File: src/rtl/booth_job_sequencer_if.sv
// Handshake and multiplier-side signals of the Booth job sequencer.
// master = the environment (producer, multiplier, consumer), slave = the sequencer.
interface booth_job_sequencer_if #(
  parameter int WIDTH = 4,
  parameter int DEPTH = 4
);
  logic                   in_valid;
  logic                   in_ready;
  logic [WIDTH-1:0]       in_mcand;
  logic [WIDTH-1:0]       in_mplier;
  logic [WIDTH-1:0]       mult_M;
  logic [WIDTH-1:0]       mult_Q;
  logic                   mult_start;
  logic                   mult_abort;
  logic                   mult_done;
  logic [2*WIDTH-1:0]     mult_product;
  logic                   out_valid;
  logic                   out_ready;
  logic [2*WIDTH-1:0]     out_product;
  logic                   err_timeout;
  logic [$clog2(DEPTH):0] fifo_count;

  modport master (
    output in_valid, in_mcand, in_mplier, mult_done, mult_product, out_ready,
    input  in_ready, mult_M, mult_Q, mult_start, mult_abort, out_valid, out_product,
           err_timeout, fifo_count
  );

  modport slave (
    input  in_valid, in_mcand, in_mplier, mult_done, mult_product, out_ready,
    output in_ready, mult_M, mult_Q, mult_start, mult_abort, out_valid, out_product,
           err_timeout, fifo_count
  );
endinterface

File: src/rtl/booth_job_sequencer.sv
// Operand FIFO plus one-job-at-a-time launcher for the Booth multiplier, with result
// register on a valid/ready stream and a watchdog that aborts a hung multiply.
module booth_job_sequencer #(
  parameter int WIDTH   = 4,
  parameter int DEPTH   = 4,
  parameter int TIMEOUT = 31
) (
  input logic                   clock,
  input logic                   reset,
  booth_job_sequencer_if.slave  bus
);
  localparam int AW = (DEPTH > 1) ? $clog2(DEPTH) : 1;
  localparam int CW = $clog2(DEPTH) + 1;
  localparam int TW = (TIMEOUT > 0) ? $clog2(TIMEOUT + 1) : 1;
  localparam logic [CW-1:0] FULL = CW'(DEPTH);
  localparam logic [TW-1:0] TMAX = TW'(TIMEOUT);

  typedef enum logic [2:0] {
    IDLE, ISSUE, WAIT_ACK, WAIT_DONE, SETTLE, CAPTURE, OUTPUT, ABORT
  } state_t;

  typedef struct packed {
    logic [WIDTH-1:0] mcand;
    logic [WIDTH-1:0] mplier;
  } job_t;

  job_t               mem_q [DEPTH];
  job_t               mem_d [DEPTH];
  logic [AW-1:0]      wr_ptr_q, wr_ptr_d, rd_ptr_q, rd_ptr_d;
  logic [CW-1:0]      count_q, count_d;
  state_t             state_q, state_d;
  logic [TW-1:0]      timer_q, timer_d;
  logic [WIDTH-1:0]   m_q, m_d, q_q, q_d;
  logic               out_valid_q, out_valid_d;
  logic [2*WIDTH-1:0] out_product_q, out_product_d;
  logic               err_q, err_d;
  logic               push, pop;

  assign push = bus.in_valid && (count_q != FULL);
  assign pop  = (state_q == IDLE) && (count_q != '0);

  // Pointers are AW bits wide, so they wrap mod DEPTH for free.
  always_comb begin
    mem_d = mem_q;
    if (push) mem_d[wr_ptr_q] = '{mcand: bus.in_mcand, mplier: bus.in_mplier};
    wr_ptr_d = wr_ptr_q + AW'(push);
    rd_ptr_d = rd_ptr_q + AW'(pop);
    count_d  = count_q + CW'(push) - CW'(pop);
  end

  always_comb begin
    state_d       = state_q;
    timer_d       = timer_q;
    m_d           = m_q;
    q_d           = q_q;
    out_valid_d   = out_valid_q;
    out_product_d = out_product_q;
    err_d         = err_q;
    case (state_q)
      IDLE: begin
        if (pop) begin
          m_d     = mem_q[rd_ptr_q].mcand;
          q_d     = mem_q[rd_ptr_q].mplier;
          state_d = ISSUE;
        end
      end
      ISSUE: begin
        timer_d = '0;
        state_d = WAIT_ACK;
      end
      // done must drop before it is trusted, so a stale 1 cannot finish the job
      WAIT_ACK: begin
        if (!bus.mult_done) begin
          timer_d = '0;
          state_d = WAIT_DONE;
        end else if (timer_q == TMAX) begin
          state_d = ABORT;
        end else if (timer_q != '1) begin
          timer_d = timer_q + 1'b1;
        end
      end
      WAIT_DONE: begin
        if (bus.mult_done) begin
          state_d = SETTLE;
        end else if (timer_q == TMAX) begin
          state_d = ABORT;
        end else if (timer_q != '1) begin
          timer_d = timer_q + 1'b1;
        end
      end
      SETTLE: state_d = CAPTURE;
      CAPTURE: begin
        out_product_d = bus.mult_product;
        out_valid_d   = 1'b1;
        state_d       = OUTPUT;
      end
      OUTPUT: begin
        if (bus.out_ready) begin
          out_valid_d = 1'b0;
          state_d     = IDLE;
        end
      end
      ABORT: begin
        err_d   = 1'b1;
        timer_d = '0;
        state_d = IDLE;
      end
      default: state_d = IDLE;
    endcase
  end

  always_ff @(posedge clock or posedge reset) begin
    if (reset) begin
      for (int i = 0; i < DEPTH; i++) mem_q[i] <= '0;
      wr_ptr_q      <= '0;
      rd_ptr_q      <= '0;
      count_q       <= '0;
      state_q       <= IDLE;
      timer_q       <= '0;
      m_q           <= '0;
      q_q           <= '0;
      out_valid_q   <= 1'b0;
      out_product_q <= '0;
      err_q         <= 1'b0;
    end else begin
      for (int i = 0; i < DEPTH; i++) mem_q[i] <= mem_d[i];
      wr_ptr_q      <= wr_ptr_d;
      rd_ptr_q      <= rd_ptr_d;
      count_q       <= count_d;
      state_q       <= state_d;
      timer_q       <= timer_d;
      m_q           <= m_d;
      q_q           <= q_d;
      out_valid_q   <= out_valid_d;
      out_product_q <= out_product_d;
      err_q         <= err_d;
    end
  end

  assign bus.in_ready    = (count_q != FULL);
  assign bus.fifo_count  = count_q;
  assign bus.mult_M      = m_q;
  assign bus.mult_Q      = q_q;
  assign bus.mult_start  = (state_q == ISSUE);
  assign bus.mult_abort  = (state_q == ABORT);
  assign bus.out_valid   = out_valid_q;
  assign bus.out_product = out_product_q;
  assign bus.err_timeout = err_q;
endmodule

File: src/flat_wrapper.sv
// flat-port wrapper written by rule: the top's interface ports become plain ports
module booth_job_sequencer_flat 
#(
  parameter int WIDTH   = 4,
  parameter int DEPTH   = 4,
  parameter int TIMEOUT = 31
)
  (clock, reset, bus_in_valid, bus_in_mcand, bus_in_mplier, bus_mult_done, bus_mult_product, bus_out_ready, bus_in_ready, bus_mult_M, bus_mult_Q, bus_mult_start, bus_mult_abort, bus_out_valid, bus_out_product, bus_err_timeout, bus_fifo_count);
  booth_job_sequencer_if #(.WIDTH(WIDTH), .DEPTH(DEPTH)) bus_i ();
  input logic clock;
  input logic reset;
  input wire logic [$bits(bus_i.in_valid)-1:0] bus_in_valid;
  input wire logic [$bits(bus_i.in_mcand)-1:0] bus_in_mcand;
  input wire logic [$bits(bus_i.in_mplier)-1:0] bus_in_mplier;
  input wire logic [$bits(bus_i.mult_done)-1:0] bus_mult_done;
  input wire logic [$bits(bus_i.mult_product)-1:0] bus_mult_product;
  input wire logic [$bits(bus_i.out_ready)-1:0] bus_out_ready;
  output wire logic [$bits(bus_i.in_ready)-1:0] bus_in_ready;
  output wire logic [$bits(bus_i.mult_M)-1:0] bus_mult_M;
  output wire logic [$bits(bus_i.mult_Q)-1:0] bus_mult_Q;
  output wire logic [$bits(bus_i.mult_start)-1:0] bus_mult_start;
  output wire logic [$bits(bus_i.mult_abort)-1:0] bus_mult_abort;
  output wire logic [$bits(bus_i.out_valid)-1:0] bus_out_valid;
  output wire logic [$bits(bus_i.out_product)-1:0] bus_out_product;
  output wire logic [$bits(bus_i.err_timeout)-1:0] bus_err_timeout;
  output wire logic [$bits(bus_i.fifo_count)-1:0] bus_fifo_count;
  assign bus_i.in_valid = bus_in_valid;
  assign bus_i.in_mcand = bus_in_mcand;
  assign bus_i.in_mplier = bus_in_mplier;
  assign bus_i.mult_done = bus_mult_done;
  assign bus_i.mult_product = bus_mult_product;
  assign bus_i.out_ready = bus_out_ready;
  assign bus_in_ready = bus_i.in_ready;
  assign bus_mult_M = bus_i.mult_M;
  assign bus_mult_Q = bus_i.mult_Q;
  assign bus_mult_start = bus_i.mult_start;
  assign bus_mult_abort = bus_i.mult_abort;
  assign bus_out_valid = bus_i.out_valid;
  assign bus_out_product = bus_i.out_product;
  assign bus_err_timeout = bus_i.err_timeout;
  assign bus_fifo_count = bus_i.fifo_count;
  booth_job_sequencer #(.WIDTH(WIDTH), .DEPTH(DEPTH), .TIMEOUT(TIMEOUT)) u_core (.clock(clock), .reset(reset), .bus(bus_i));
endmodule
File: config.mk
export PLATFORM = sky130hd
export DESIGN_NAME = booth_job_sequencer_flat
export DESIGN_NICKNAME = d
export VERILOG_FILES = /design/src/rtl/booth_job_sequencer_if.sv /design/src/rtl/booth_job_sequencer.sv /design/src/flat_wrapper.sv
export SDC_FILE = /design/constraint.sdc
export NUM_CORES = 1
export LEC_CHECK = 0
export BUFFER_PORTS_ARGS = -buffer_cell sky130_fd_sc_hd__buf_4
export CORE_MARGIN = 2
export CORE_UTILIZATION = 25
export DETAILED_ROUTE_END_ITERATION = 10
export HOLD_SLACK_MARGIN = 0.06
export SLEW_MARGIN = 40
export SYNTH_ARGS = -nofsm -noshare
export SYNTH_HDL_FRONTEND = slang
export SYNTH_SLANG_ARGS = --single-unit
export TNS_END_PERCENT = 50
File: constraint.sdc
create_clock -name clock -period 3.14 [get_ports clock]
set_input_delay 0.157 -clock clock [delete_from_list [all_inputs] [get_ports clock]]
set_output_delay 0.157 -clock clock [all_outputs]
set_load 0.1 [all_outputs]
# Yosys cells after proc, flatten, opt, wreduce, memory -nomap -nowiden
# Cells that the tools add are included.
word_totals:
  word_cells: 72
  input_bits: 21
  out_inout_bits: 24
  register_bits: 65
op_classes:
  n_reduce_logical: 12
  n_mux: 19
  add_sub_neg: 5
  n_eq_ne: 13
  order_cmp: 3
  bitwise_logic: 2
op_table:
  columns: ["cell", "n"]
  rows:
  - ["bitwise mux 32 bit", 1]
  - ["two-way mux 8 bit", 3]
  - ["one-hot mux 3 bit (8 select lines)", 1]
  - ["two-way mux 5 bit", 4]
  - ["binary-select mux 8 bit (select 2 bit)", 1]
  - ["demux 8 bit (select 2 bit)", 1]
  - ["two-way mux 3 bit", 5]
  - ["one-hot mux 5 bit (3 select lines)", 1]
  - ["== test 3 bit (second input constant)", 4]
  - ["AND reduction 2 bit", 4]
  - ["== test 3 x 2 -> 1 bit (second input constant)", 2]
  - ["greater-or-equal comparator 3 bit (second input constant)", 2]
  - ["NOT 2 -> 3 bit", 2]
  - ["nonzero test 3 bit", 2]
  - ["adder 5 x 1 -> 5 bit (second input constant)", 1]
  - ["== test 5 bit (second input constant)", 1]
  - ["inequality test 5 bit (second input constant)", 1]
  - ["adder 2 x 1 -> 2 bit", 2]
  - ["inequality test 2 bit (second input constant)", 2]
  - ["adder 3 x 1 -> 3 bit", 1]
  - ["== test 3 x 1 -> 1 bit (second input constant)", 1]
  - ["logical AND 1 bit", 3]
  - ["logical NOT 3 bit", 1]
  - ["< comparator 3 x 1 -> 1 bit (second input constant)", 1]
  - ["other kinds (7)", 7]

# Depth between registers and ports, before layout
depth:
  depth_word: 6
  mapped_depth: 10
  ltp_nobuf: 8

# Worst setup path after synthesis
# No wires, ideal clock.
synth_timing:
  path_type: "reg-to-reg"
  startpoint: "register u_core.count_q[2], in the netlist u_core.bus.fifo_count[2]"
  endpoint: "register u_core.count_q[2], in the netlist u_core.bus.fifo_count[2]"
  arrival_ns: 3.121
  required_time_ns: 3.014
  period_less_slack_ns: 3.247
  stages_incl_launch_ff: 8
  setup_ns: 0.126
  setup_slack_ns: -0.107
  path_buffers: 1
  path_cell_list: "dfrtp_1 > or3b_1 > and2_1 > buf_6 > ha_1 > fa_1 > xnor2_1 > xnor2_1"
synth_between:
  elab_chain_cells: 4
synth_lines:
  columns: ["item", "line_no", "text"]
  rows:
  - ["start, declared", "booth_job_sequencer.sv:30", "logic [CW-1:0] count_q, count_d;"]
  - ["start signal, assigned", "booth_job_sequencer.sv:129", "count_q <= count_d;"]
  - ["inequality test 3 bit", null, null]
  - ["via bus_in_ready", "flat_wrapper.sv:18", "output wire logic [$bits(bus_i.in_ready)-1:0] bus_in_ready;"]
  - ["logical AND 1 bit", "booth_job_sequencer.sv:39", "assign push = bus.in_valid && (count_q != FULL);"]
  - ["adder 3 x 1 -> 3 bit", "booth_job_sequencer.sv:48", "count_d = count_q + CW'(push) - CW'(pop);"]
  - ["subtractor 3 x 1 -> 3 bit", "booth_job_sequencer.sv:48", null]
  - ["via u_core.count_d[2]", "booth_job_sequencer.sv:30", null]
# The timed path passes the listed nets, and every way through them passes these cells.
# A chain may end at the register's enable or synchronous reset.

# Final worst setup path
layout_timing:
  startpoint: "register u_core.state_q[0]"
  endpoint: "register u_core.count_q[2], in the netlist u_core.bus.fifo_count[2]"
layout_between:
  elab_chain_cells: 3
layout_lines:
  columns: ["item", "line_no", "text"]
  rows:
  - ["start, declared", "booth_job_sequencer.sv:31", "state_t state_q, state_d;"]
  - ["start signal, assigned", "booth_job_sequencer.sv:130", "state_q <= state_d;"]
  - ["logical NOT 3 bit", "booth_job_sequencer.sv:40", "assign pop = (state_q == IDLE) && (count_q != '0);"]
  - ["logical AND 1 bit", "booth_job_sequencer.sv:40", null]
  - ["subtractor 3 x 1 -> 3 bit", "booth_job_sequencer.sv:48", null]
  - ["via u_core.count_d[2]", "booth_job_sequencer.sv:30", null]
# The timed path passes the listed nets, and every way through them passes these cells.

==> flow_metrics.tcl <==
set metrics [dict create \
    hold_buffers 9 \
    dieArea_um2 12600 \
    drive_gt1_share_pct 46.8 \
    mostFrequentLayoutCell "dfrtp_1" \
    start_kind "flop" \
    path_clk_slew_ps 60 \
    final_nets 289 \
    num_vias 1817 \
    tightest_slew_ps 607 \
    arrival_ps 2630 \
    synth_nets 231 \
    syn_to_final_growth_pct 30.6 \
    std_cell_rows 39 \
    crit_path_cell_trace "nor3_1 -> nor2b_1 -> buf_4 -> ha_1 -> inv_1 -> ha_1 -> fa_1 -> xnor2_1 -> xnor2_1" \
    cts_tree "done" \
    ant_nets 0 \
    synth_area_um2 2940 \
    cts_root_buf "clkbuf_16" \
    grt_pass1_wl_mm 9.52 \
    core-area_um2 11400 \
    avgSynthCellArea_um2 14.4 \
    cts.path.max_buffers 2 \
    drv_cap 0 \
    max_freq_ghz 0.418 \
    grt-ovfl-total 0 \
    start_util_pct 25.7 \
    drc 0 \
    path_class "flop to flop" \
    numCtsBuffers 9 \
    fin_skew_ps 6.99 \
    synth_flop_cell "dfrtp_1" \
    setup_viol 0 \
    async_flop_share_pct 100 \
    dieWidth_um 112 \
    clock_latency_ps 330 \
    slew_viol_final 0 \
    antenna-diode-count 0 \
    crit_slowest_cell "dfrtp_1" \
    yosys_warnings 0 \
    yosys.area.top_type "dfrtp_1" \
    max_stage_delay_ps 620 \
    viasPerCell 4.43 \
    cts_resized 0 \
    wl_mm 5.86 \
    io_pins 45 \
    synth_seq_area_share_pct 55.4 \
    final_cell_mix "dfrtp_1 (64), mux2_2 (46), buf_4 (46)" \
    antenna_found_initial 0 \
    instances_no_fill 410 \
    port-buffer-count 44 \
    syn_inst 204 \
    tns_ps 0 \
    drt_first_pass_iters 4 \
    critPathRequiredTime_ps 3370 \
    synth_seq_cells 65 \
    min_period_over_period_pct 76.2 \
    synth_edf_count 0 \
    drt-wirelength-per-cell_um 14.3 \
    critical_path.max_fanout 17 \
    grt_max_degree 50 \
    end_kind "flop" \
    dpl.hpwl_mm 3.89 \
    r2r_cells 9 \
    synth_top_cells_by_area "dfrtp_1 (55%), mux2_2 (18%), mux4_2 (6.1%), ha_1 (2.1%), nand3b_4 (1.4%)" \
    status "finished clean" \
    cts_sinks 65 \
    min_path_type "input pin to flop" \
    place_inst 385 \
    final.min_clock_period_ps 2390 \
    grt_use_total_pct 9.89 \
    synthDistinctLibCells 42 \
    cts_setup_buffers 0 \
    slew_headroom_pct 59.6 \
    cts-htree-levels 3 \
    drt-initial-drc-count 53 \
    holdWs_ps 70.6 \
    rsz0062_at_grt "false" \
    fillers 1152 \
    chipHeight_um 112 \
    place.gp.congestion 0.713 \
    first_global_vias 1868 \
    hold_violations 0 \
    synth_top_area_share_pct 55.4 \
    hold_path_depth 2 \
]
-- worst paths after layout --
check,from,to,slack [ps]
min in group asynchronous,reset,u_core.bus.out_product[3],370
max,u_core.state_q[0],u_core.bus.fifo_count[2],750
min reg2reg,u_core.bus.err_timeout,u_core.bus.err_timeout,470
min,bus_mult_product[6],u_core.bus.out_product[6],70
max in group asynchronous,reset,u_core.bus.mult_M[2],1810
max reg2reg,u_core.state_q[0],u_core.bus.fifo_count[2],750
-- registers in the layout, summed over array words and instances, names as in the netlist --
register	count
u_core.bus.fifo_count	3
u_core.wr_ptr_q	2
u_core.bus.out_product	8
u_core.mem_q	32
u_core.bus.mult_M	4
u_core.rd_ptr_q	2
u_core.state_q	3
u_core.bus.out_valid	1
u_core.timer_q	5
u_core.bus.err_timeout	1
u_core.bus.mult_Q	4
-- worst max-delay path: cells and delay by family, from the launching register on --
family	cells	cell delay, ps
AND/OR/NAND/NOR	2	300
XOR/XNOR	2	330
adder cells (fa/ha/maj)	3	830
flip-flops	1	620
buffers and inverters	2	230
-- metal layers --
layer  track usage [%]  vias to the layer above  routed length (µm)
met4              4.39                        0                 107
li1                  -                      861                   -
met5                 0                        -                   0
met2              16.8                       44                3020
met3              3.24                       11                 273
met1              11.4                      901                2460
-- per-stage QoR --
stage	cell area (µm²)	util [%]	worst slack, ps
detailed placement	3420	29.9	785
global route	3840	33.6	582
finish	3840	33.6	746
CTS	3840	33.6	730
floorplan	2940	-	25.8
global placement	3420	29.9	825
-- cell families after synthesis --
logic type / share of synthesized area [%]
flip-flops: 55.4
multiplexers: 24.9
adder cells (fa/ha/maj): 2.81
AO/OA/AOI/OAI: 5.28
XOR/XNOR: 1.49
AND/OR/NAND/NOR: 7.75
buffers and inverters: 2.34
-- cell usage after synthesis, drive strengths merged, types with 3 or more instances --
cell type	instances
nand2	5
o21ai	6
mux2	49
clkbuf	3
xor2	3
mux4	8
a21oi	6
nand3	3
nand2b	3
nor2	4
nor3	3
inv	7
buf	5
nand3b	4
ha	5
dfrtp	65
-- area by class of cell --
| type | instances | area (µm²) | share of cell area (%) |
|---|---|---|---|
| repair buffers | 55 | 435 | 11.4 |
| flip-flops and latches | 65 | 1630 | 42.4 |
| clock inverters | 3 | 46.3 | 1.21 |
| clock buffers | 13 | 280 | 7.31 |
| inverters | 7 | 26.3 | 0.685 |
| well taps | 143 | 179 | 4.66 |
| multi-input cells | 124 | 1240 | 32.4 |
Power is left out: the tool's default activity adds up to more than one toggle a clock period on the data nets, which glitch-free logic cannot reach.
